<file path="src/rtl/vga_sync_monitor.sv">
// -----------------------------------------------------------------------------
// vga_sync_monitor
//   Receive-side checker for a VGA source. Samples HS/VS/rgb on the pixel
//   clock, recovers the pixel coordinates, checks line and frame timing and
//   reports lock. It also captures the pixel at one probe coordinate.
//
//   Timing reference: a line starts at the HS assert edge (sync, back porch,
//   active, front porch). A frame starts on the line whose HS edge coincides
//   with, or follows, the VS assert edge.
//
// Ports
//   clk         in   pixel clock
//   reset       in   asynchronous, active-high
//   HS, VS      in   sync inputs, asserted level = SYNC_POL
//   rgb         in   8-bit pixel data
//   probe_x/y   in   probe coordinate, sampled every cycle
//   locked      out  timing locked (state == LOCKED)
//   pix_valid   out  pix_x/pix_y/pix_rgb describe a visible pixel
//   pix_x/y     out  recovered coordinate, held while pix_valid = 0
//   pix_rgb     out  recovered pixel data, held while pix_valid = 0
//   probe_rgb   out  last captured probe pixel
//   probe_valid out  one-cycle pulse when probe_rgb is loaded
//   line_err    out  one-cycle pulse: bad line length or HS width
//   frame_err   out  one-cycle pulse: bad line count or VS width
//   frame_count out  locked-frame counter, wraps 255 -> 0
// -----------------------------------------------------------------------------
module vga_sync_monitor #(
    parameter int H_ACTIVE = 640,
    parameter int H_FP     = 16,
    parameter int H_SYNC   = 96,
    parameter int H_BP     = 48,
    parameter int V_ACTIVE = 480,
    parameter int V_FP     = 10,
    parameter int V_SYNC   = 2,
    parameter int V_BP     = 33,
    parameter int SYNC_POL = 0
) (
    input  logic       clk,
    input  logic       reset,
    input  logic       HS,
    input  logic       VS,
    input  logic [7:0] rgb,
    input  logic [9:0] probe_x,
    input  logic [9:0] probe_y,
    output logic       locked,
    output logic       pix_valid,
    output logic [9:0] pix_x,
    output logic [9:0] pix_y,
    output logic [7:0] pix_rgb,
    output logic [7:0] probe_rgb,
    output logic       probe_valid,
    output logic       line_err,
    output logic       frame_err,
    output logic [7:0] frame_count
);

    localparam int H_TOTAL = H_ACTIVE + H_FP + H_SYNC + H_BP;
    localparam int V_TOTAL = V_ACTIVE + V_FP + V_SYNC + V_BP;

    localparam logic       C_POL     = 1'(SYNC_POL);
    localparam logic [9:0] C_CNT_MAX = 10'h3FF;
    localparam logic [9:0] C_H_LAST  = 10'(H_TOTAL - 1);
    localparam logic [9:0] C_HS_LAST = 10'(H_SYNC - 1);
    localparam logic [9:0] C_V_LAST  = 10'(V_TOTAL - 1);
    localparam logic [9:0] C_VS_END  = 10'(V_SYNC);
    localparam logic [9:0] C_H_MIN   = 10'(H_SYNC + H_BP);
    localparam logic [9:0] C_H_MAX   = 10'(H_SYNC + H_BP + H_ACTIVE - 1);
    localparam logic [9:0] C_V_MIN   = 10'(V_SYNC + V_BP);
    localparam logic [9:0] C_V_MAX   = 10'(V_SYNC + V_BP + V_ACTIVE - 1);

    typedef enum logic [1:0] {
        ST_SEARCH  = 2'd0,
        ST_ACQUIRE = 2'd1,
        ST_LOCKED  = 2'd2
    } state_t;

    state_t     r_state;
    logic       r_acq_err;   // an error was seen in the frame being acquired
    logic       r_hs1, r_vs1, r_hs2, r_vs2;
    logic [7:0] r_rgb1;
    logic [9:0] r_h_cnt, r_v_cnt;
    logic       r_vs_pend;   // VS asserted earlier in this line, frame starts at next HS edge
    logic       r_h_seen;    // h_cnt has been aligned by an HS edge, line checks are meaningful

    logic       w_hs_rise, w_hs_fall, w_vs_rise, w_vs_fall;
    logic [9:0] w_h_nxt, w_v_nxt;
    logic       w_line_err, w_frame_err, w_err, w_to_search, w_visible;

    assign w_hs_rise = (r_hs1 == C_POL) && (r_hs2 != C_POL);
    assign w_hs_fall = (r_hs1 != C_POL) && (r_hs2 == C_POL);
    assign w_vs_rise = (r_vs1 == C_POL) && (r_vs2 != C_POL);
    assign w_vs_fall = (r_vs1 != C_POL) && (r_vs2 == C_POL);

    // w_h_nxt / w_v_nxt are the coordinates of the pixel now held in stage 1,
    // which keeps pix_* two cycles behind the pins.
    always_comb begin
        // NOTE: every combinational output gets a default first so no path
        // leaves it unassigned, which would infer a latch.
        w_h_nxt = r_h_cnt;
        w_v_nxt = r_v_cnt;
        if (w_hs_rise) begin
            w_h_nxt = '0;
            if (w_vs_rise || r_vs_pend) begin
                w_v_nxt = '0;
            end else if (r_v_cnt != C_CNT_MAX) begin
                w_v_nxt = r_v_cnt + 10'd1;
            end
        end else if (r_h_cnt != C_CNT_MAX) begin
            w_h_nxt = r_h_cnt + 10'd1;
        end
    end

    assign w_line_err = r_h_seen &&
                        ((w_hs_rise && (r_h_cnt != C_H_LAST)) ||
                         (w_hs_fall && (r_h_cnt != C_HS_LAST)));

    // VS deassert normally coincides with the HS edge that opens line V_SYNC,
    // so it is judged against the line number that edge produces.
    assign w_frame_err = (r_state != ST_SEARCH) &&
                         ((w_vs_rise && (r_v_cnt != C_V_LAST)) ||
                          (w_vs_fall && (w_v_nxt != C_VS_END)));

    assign w_err       = w_line_err || w_frame_err;
    assign w_to_search = (r_state == ST_LOCKED) && w_err;
    assign w_visible   = (w_h_nxt >= C_H_MIN) && (w_h_nxt <= C_H_MAX) &&
                         (w_v_nxt >= C_V_MIN) && (w_v_nxt <= C_V_MAX);

    // Sampling, counters, pixel recovery and probe capture.
    always_ff @(posedge clk or posedge reset) begin
        if (reset) begin
            // Sync history resets to the idle level so a source that is
            // already idle does not produce a phantom edge.
            r_hs1       <= ~C_POL;
            r_vs1       <= ~C_POL;
            r_hs2       <= ~C_POL;
            r_vs2       <= ~C_POL;
            r_rgb1      <= '0;
            r_h_cnt     <= '0;
            r_v_cnt     <= '0;
            r_vs_pend   <= 1'b0;
            r_h_seen    <= 1'b0;
            pix_valid   <= 1'b0;
            pix_x       <= '0;
            pix_y       <= '0;
            pix_rgb     <= '0;
            probe_rgb   <= '0;
            probe_valid <= 1'b0;
            line_err    <= 1'b0;
            frame_err   <= 1'b0;
        end else begin
            // NOTE: state registers use non-blocking assignments so every
            // flop samples the values from before this edge.
            r_hs1     <= HS;
            r_vs1     <= VS;
            r_hs2     <= r_hs1;
            r_vs2     <= r_vs1;
            r_rgb1    <= rgb;
            r_h_cnt   <= w_h_nxt;
            r_v_cnt   <= w_v_nxt;
            r_vs_pend <= w_hs_rise ? 1'b0 : (w_vs_rise || r_vs_pend);
            r_h_seen  <= w_to_search ? 1'b0 : (w_hs_rise || r_h_seen);
            line_err  <= w_line_err;
            frame_err <= w_frame_err;

            pix_valid <= w_visible && (r_state == ST_LOCKED);
            if (w_visible && (r_state == ST_LOCKED)) begin
                pix_x   <= w_h_nxt - C_H_MIN;
                pix_y   <= w_v_nxt - C_V_MIN;
                pix_rgb <= r_rgb1;
            end

            probe_valid <= 1'b0;
            if (pix_valid && (pix_x == probe_x) && (pix_y == probe_y)) begin
                probe_rgb   <= pix_rgb;
                probe_valid <= 1'b1;
            end
        end
    end

    // Lock FSM with registered locked/frame_count.
    always_ff @(posedge clk or posedge reset) begin
        if (reset) begin
            r_state     <= ST_SEARCH;
            r_acq_err   <= 1'b0;
            locked      <= 1'b0;
            frame_count <= '0;
        end else begin
            unique case (r_state)
                ST_SEARCH: begin
                    if (w_vs_rise) begin
                        r_state   <= ST_ACQUIRE;
                        r_acq_err <= 1'b0;
                    end
                end
                ST_ACQUIRE: begin
                    if (w_vs_rise) begin
                        // The frame closing at this edge must be clean,
                        // including any error detected at the edge itself.
                        if (!r_acq_err && !w_err) begin
                            r_state <= ST_LOCKED;
                            locked  <= 1'b1;
                        end
                        r_acq_err <= 1'b0;
                    end else if (w_err) begin
                        r_acq_err <= 1'b1;
                    end
                end
                ST_LOCKED: begin
                    if (w_err) begin
                        r_state     <= ST_SEARCH;
                        locked      <= 1'b0;
                        frame_count <= '0;
                    end else if (w_vs_rise) begin
                        frame_count <= frame_count + 8'd1;
                    end
                end
                default: begin
                    r_state <= ST_SEARCH;
                    locked  <= 1'b0;
                end
            endcase
        end
    end

endmodule
</file>
<file path="config.mk">
export PLATFORM = sky130hd
export DESIGN_NAME = vga_sync_monitor
export DESIGN_NICKNAME = d
export VERILOG_FILES = /design/src/rtl/vga_sync_monitor.sv
export SDC_FILE = /design/constraint.sdc
export NUM_CORES = 1
export LEC_CHECK = 0
export CORE_MARGIN = 4
export CORE_UTILIZATION = 25
export DETAILED_ROUTE_END_ITERATION = 10
export DONT_BUFFER_PORTS = 1
export GPL_ROUTABILITY_DRIVEN = 0
export MAX_ROUTING_LAYER = met4
export PLACE_DENSITY_LB_ADDON = 0.15
export SYNTH_ARGS = -nofsm -noshare
export SYNTH_HDL_FRONTEND = slang
export SYNTH_SLANG_ARGS = --single-unit
</file>
<file path="constraint.sdc">
create_clock -name clk -period 3.39 [get_ports clk]
set_input_delay 0.678 -clock clk [delete_from_list [all_inputs] [get_ports clk]]
set_output_delay 0.678 -clock clk [all_outputs]
set_load 0.01 [all_outputs]
</file>
### Word-level counts from Yosys, hierarchy flattened

Cells that the tools add are included.

| word-level totals | value |
|---|---|
| input port bits | 32 |
| bits in registers | 86 |
| logic and storage cells | 106 |

| operators by class | value |
|---|---|
| bitwise gates (word level) | 5 |
| magnitude comparators | 4 |
| eq/ne operators | 15 |
| mux-type cells | 23 |
| add/subtract/negate cells | 5 |
| reductions and logical operators | 33 |

Operators by type and width:

| operator | number |
|---|---|
| $mux 10 | 5 |
| $ne 10x10->1 const B | 4 |
| $add 10x1->10 const B | 2 |
| $eq 10x10->1 | 2 |
| $le 10x10->1 const B | 2 |
| $logic_and 1x1->1 | 18 |
| $mux 8 | 2 |
| $ge 10x6->1 const B | 1 |
| $ge 10x8->1 const B | 1 |
| $ne 10x2->1 const B | 1 |
| $ne 10x7->1 const B | 1 |
| $sub 10x6->10 const B | 1 |
| $sub 10x8->10 const B | 1 |
| $mux 1 | 9 |
| $add 8x1->8 const B | 1 |
| $mux 2 | 4 |
| $ne 2x2->1 const B | 4 |
| $reduce_and 4->1 | 2 |
| $pmux 2 s3 | 1 |
| $reduce_bool 2->1 | 3 |
| $logic_or 1x1->1 | 5 |
| $not 1->1 | 5 |
| $ne 3x3->1 const B | 1 |
| $pmux 1 s3 | 1 |
| 7 further kinds | 8 |

### Logic depth before layout (Yosys ltp)

| logic depth | value |
|---|---|
| depth in word-level cells | 15 |
| depth in mapped cells | 14 |

### Worst setup path before layout

Ideal clock, no wire load.

| timing | value |
|---|---|
| kind | flip-flop to flip-flop |
| from | register r_h_cnt[0] |
| to | register pix_y[0] |
| required time | 3.262 ns |
| path slack | 0.018 ns |
| setup time | 0.128 ns |
| clock period less this slack | 3.372 ns |
| data arrival time | 3.245 ns |
| stages on the path, launching flop included | 14 |
| cells stage by stage | dfrtp_1 > ha_1 > nand4_1 > nor3_1 > nor2_1 > or3_1 > inv_1 > ha_1 > o221ai_1 > o31ai_1 > a41oi_2 > nor2_8 > buf_6 > mux2_1 |

| on the way | value |
|---|---|
| word-level cells in the longest chain between the ends | 8 |
| elaborated cells between the ends (all ways) | 10 |
| classes of those cells | add/sub (1); order compare (2); eq/ne (1); mux (2); reduce/logical (4) |

Ends and longest elaborated chain:

| what | line | RTL |
|---|---|---|
| start, declared | 81 | `logic [9:0] r_h_cnt, r_v_cnt;` |
| start signal, assigned | 158 | `r_h_cnt <= w_h_nxt;` |
| $add 10x1->10 / $ne 10x10->1 (equally long branches) | 109, 108 |  |
| $mux 10 (*) | 108 | `end else if (r_h_cnt != C_CNT_MAX) begin` |
| $mux 10 (*) | 101 | `if (w_hs_rise) begin` |
| via w_h_nxt[4] | 86 | `logic [9:0] w_h_nxt, w_v_nxt;` |
| $ge 10x8->1 / $le 10x10->1 (equally long branches) | 125 | `assign w_visible = (w_h_nxt >= C_H_MIN) && (w_h_nxt <= C_H_MAX) &&` |
| $logic_and 1x1->1 (*) (2 in series) | 125 |  |
| $logic_and 1x1->1 (*) | 126 | `(w_v_nxt >= C_V_MIN) && (w_v_nxt <= C_V_MAX);` |
| $logic_and 1x1->1 (*) | 166 | `if (w_visible && (r_state == ST_LOCKED)) begin` |
| end signal, assigned | 168 | `pix_y <= w_v_nxt - C_V_MIN;` |
| end, declared | 48 | `output logic [9:0] pix_y,` |

The timed path passes the listed nets; every way through them passes the cells marked *.
A chain may end at the register's enable or synchronous reset.

### Worst setup path in the final report

| timing | value |
|---|---|
| from | register r_v_cnt[0] |
| to | register pix_x[1] |

| on the way | value |
|---|---|
| word-level cells in the longest chain between the ends | 8 |
| elaborated cells between the ends (all ways) | 10 |
| classes of those cells | add/sub (1); order compare (2); eq/ne (1); mux (3); reduce/logical (3) |

Ends and longest elaborated chain:

| what | line | RTL |
|---|---|---|
| start, declared | 81 |  |
| start signal, assigned | 159 | `r_v_cnt <= w_v_nxt;` |
| $add 10x1->10 / $ne 10x10->1 (equally long branches) | 106, 105 |  |
| $mux 10 | 105 | `end else if (r_v_cnt != C_CNT_MAX) begin` |
| $mux 10 | 103 | `if (w_vs_rise \|\| r_vs_pend) begin` |
| $mux 10 (*) | 101 |  |
| via w_v_nxt[0] | 86 |  |
| $ge 10x6->1 | 126 |  |
| $logic_and 1x1->1 | 125 |  |
| $logic_and 1x1->1 (*) | 126 |  |
| $logic_and 1x1->1 (*) | 166 |  |
| end signal, assigned | 167 | `pix_x <= w_h_nxt - C_H_MIN;` |
| end, declared | 47 | `output logic [9:0] pix_x,` |

Marked as above.

==> flow_metrics.env <==
export IMPL_worst_slack_ns=0.213
export IMPL_min_path_type="in -> reg"
export IMPL_crit_family="compound AO/OA/AOI/OAI gates"
export IMPL_start_util_pct=25.6
export IMPL_cts_inserted_buffers=9
export IMPL_clk_insertion_delay_late_ns=0.34
export IMPL_cts_max_path_buffers=2
export IMPL_finClkSkew_ns=0.00733
export IMPL_grt_pass1_vias=3525
export IMPL_peakVddDrop_mv=0.239
export IMPL_ys_types=69
export IMPL_relSlewSlack_pct=41.1
export IMPL_pin_count=81
export IMPL_p_clk_share_pct=42.0
export IMPL_antennaDiodeCount=0
export IMPL_grt_max_degree=47
export IMPL_cts_sinks=86
export IMPL_ant_nets=0
export IMPL_dpl_instance_area_um2=4970
export IMPL_setup_viol=0
export IMPL_antenna_found_initial=0
export IMPL_p_switching_uw=656
export IMPL_comb_power_share_pct=12.3
export IMPL_wl_mm=12.4
export IMPL_final_util_pct=31.1
export IMPL_powerDensity_nw_per_um2=468
export IMPL_fp_dieW_um=141
export IMPL_seqPwrFrac_pct=45.7
export IMPL_drive_above_1_share_pct=18.0
export IMPL_detail_route_wl_per_cell_um=18.0
export IMPL_slowest_stage="o41a_1"
export IMPL_place_hpwl_mm=9.39
export IMPL_fmax_mhz=315
export IMPL_regArea_um2=2160
export IMPL_n_fill_cell=1790
export IMPL_cts_tree="yes"
export IMPL_crit_chain="ha_2 > and3_1 > nand3_1 > o21ai_1 > mux2i_1 > inv_1 > ha_1 > o41a_1 > nor3_2 > a21o_2 > nor2_8 > buf_12 > mux2_1"
export IMPL_pre_cts_slack_ns=0.0270
export IMPL_async_flop_share_pct=100
export IMPL_cts_hold_buf=0
export IMPL_critPathKind="reg -> reg"
export IMPL_row_count=48
export IMPL_htree_num_levels=3
export IMPL_finalCritPeriodShare_pct=93.7
export IMPL_core_um2=17400
export IMPL_fin_area_um2=5390
export IMPL_p_int_mw=1.87
export IMPL_yosysMostFrequentCell="dfrtp_1"
export IMPL_via_per_inst=4.93
export IMPL_multiInputGateArea_um2=2220
export IMPL_maxCapViolCount=0
export IMPL_yosys_top_cells_count="82 x dfrtp_1, 41 x nand2_1, 26 x mux2_1"
export IMPL_drv_slew=0
export IMPL_synth_edf_count=0
export IMPL_track_usage_pct=12.9
export IMPL_critPathMaxStageDelay_ns=0.47
export IMPL_ys_top_cells_by_area="dfrtp_1 46%, mux2_1 6.6%, xor2_1 4.5%"
export IMPL_tightest_slew_ns=0.883
export IMPL_yosysTopAreaCell="dfrtp_1"
export IMPL_switching_share_pct=26.0
export IMPL_crit_path_end_kind="flop"
export IMPL_yosys_warnings=0
export IMPL_path_clk_slew_ns=0.06
export IMPL_numPortBuffers=0
export IMPL_syn_area_um2=4440
export IMPL_total_power_mw=2.52
export IMPL_synth_fp_nets=456
export IMPL_syn2layout_area_growth_pct=21.4
export IMPL_syn_instance_count=416
export IMPL_grt_pass1_wl_mm=19.6
export IMPL_grt_remaining_overflow=0
export IMPL_root_buffer="clkbuf_16"
export IMPL_drt_pass1_iter_count=4
export IMPL_fin_crit_ns=3.18
export IMPL_crit_path_max_fanout=14
export IMPL_die_h_um=141
export IMPL_nNetsFinal=501
export IMPL_vias=3404
export IMPL_synth_top_cell_area_share_pct=46.2
export IMPL_avgSynthCellArea_um2=10.7
export IMPL_drcViolationCount=0
export IMPL_die_area_um2=20000
export IMPL_ys_ff_latch=86
export IMPL_crit_required_ns=3.61
export IMPL_cp_arrival_ns=3.39
export IMPL_p_leak_nw=2.49
export IMPL_synth_top_flop_cell="dfrtp_1"
export IMPL_path_buf_inv=2
export IMPL_finalHoldViolCount=0
export IMPL_start_kind="flop"
export IMPL_status="finished clean"
export IMPL_initialDrtViolationCount=212
export IMPL_ys_seq_area_share_pct=48.6
## power groups by stage
| stage | Clock (mW) | Sequential (mW) | Combinational [mW] |
|---|---|---|---|
| CTS | 1.10 | 1.15 | 0.313 |
| global route | 1.15 | 1.16 | 0.349 |
| global placement | 0 | 1.17 | 0.311 |
| floorplan | 0 | 1.15 | 0.192 |
| detailed placement | 0 | 1.17 | 0.311 |
| finish | 1.06 | 1.15 | 0.311 |
## per-stage QoR
stage               std cells  hold WS [ns]    TNS, ns
finish                    691         0.332          0
CTS                       687         0.308          0
global route              691         0.297  -0.000388
global placement          671         0.373          0
floorplan                 416         0.362          0
detailed placement        671         0.378          0
## kinds of logic after synthesis
family / synth area share [%]
AO/OA/AOI/OAI: 12.7
flip-flops: 48.6
XOR/XNOR: 7.30
multiplexers: 7.04
adder cells (fa/ha/maj): 2.25
AND/OR/NAND/NOR: 19.3
buffers and inverters: 2.82
## metal layers
layer / GRT usage [%] / share of wire [%] / vias up
met5: - / 0 / -
met4: 3.16 / 1.4 / 0
met3: 4.31 / 6.0 / 8
met2: 19.9 / 48 / 85
met1: 16.4 / 45 / 1707
li1: - / - / 1604
## placed cells by master, fill, tap and decap left out, types with 5 or more instances in the layout
cell | netlist | routed
nor3_1 | 13 | 10
nor2_1 | 25 | 25
xor2_1 | 23 | 23
o21ai_0 | 11 | 10
buf_4 | 0 | 40
o31ai_1 | 8 | 8
and3_1 | 5 | 5
clkbuf_16 | 0 | 9
nand2_1 | 41 | 41
dfrtp_1 | 82 | 82
xnor2_1 | 14 | 14
ha_1 | 8 | 7
and4_1 | 5 | 5
nor4_1 | 10 | 10
o21ai_1 | 5 | 6
a21oi_1 | 11 | 11
nand4_1 | 10 | 10
nor2b_1 | 7 | 7
mux2_1 | 26 | 26
and2_1 | 6 | 6
nand3_1 | 8 | 8
inv_1 | 16 | 15
## area by class of cell
| cell class | count | share of cell area (%) |
|---|---|---|
| Inverter | 16 | 1.14 |
| Timing Repair Buffer | 43 | 6.68 |
| Multi-Input combinational cell | 305 | 41.1 |
| Clock inverter | 5 | 1.53 |
| Clock buffer | 11 | 4.32 |
| Sequential cell | 86 | 40.0 |
| Tap cell | 225 | 5.22 |
## path summary, 6_finish.rpt
check	startpoint	end	slack (ns)	depth (start not counted)
max	r_v_cnt[0]	pix_x[1]	0.21	13
min	VS	r_vs1	0.33	0
max reg2reg	r_v_cnt[0]	pix_x[1]	0.21	13
min reg2reg	r_vs1	r_vs2	0.38	0
max in group asynchronous	reset	probe_valid	2.31	2
min in group asynchronous	reset	line_err	0.37	1
## sequential cells by signal, summed over array words and instances (netlist names), 2 cells and up
name         cells
frame_count      8
pix_rgb          8
pix_x           10
pix_y           10
probe_rgb        8
r_h_cnt         10
r_rgb1           8
r_state          2
r_v_cnt         10
## what timing repair did
action | 4_1_cts | 5_1_grt
buffers inserted | 0 | 3
pin swaps | 1 | 2
endpoints found under the hold margin | 0 | 0
gates cloned | 0 | 1
endpoints found under the setup margin | 1 | 29
gates resized for setup | 0 | 10
Power figures use the tool's default switching activity.
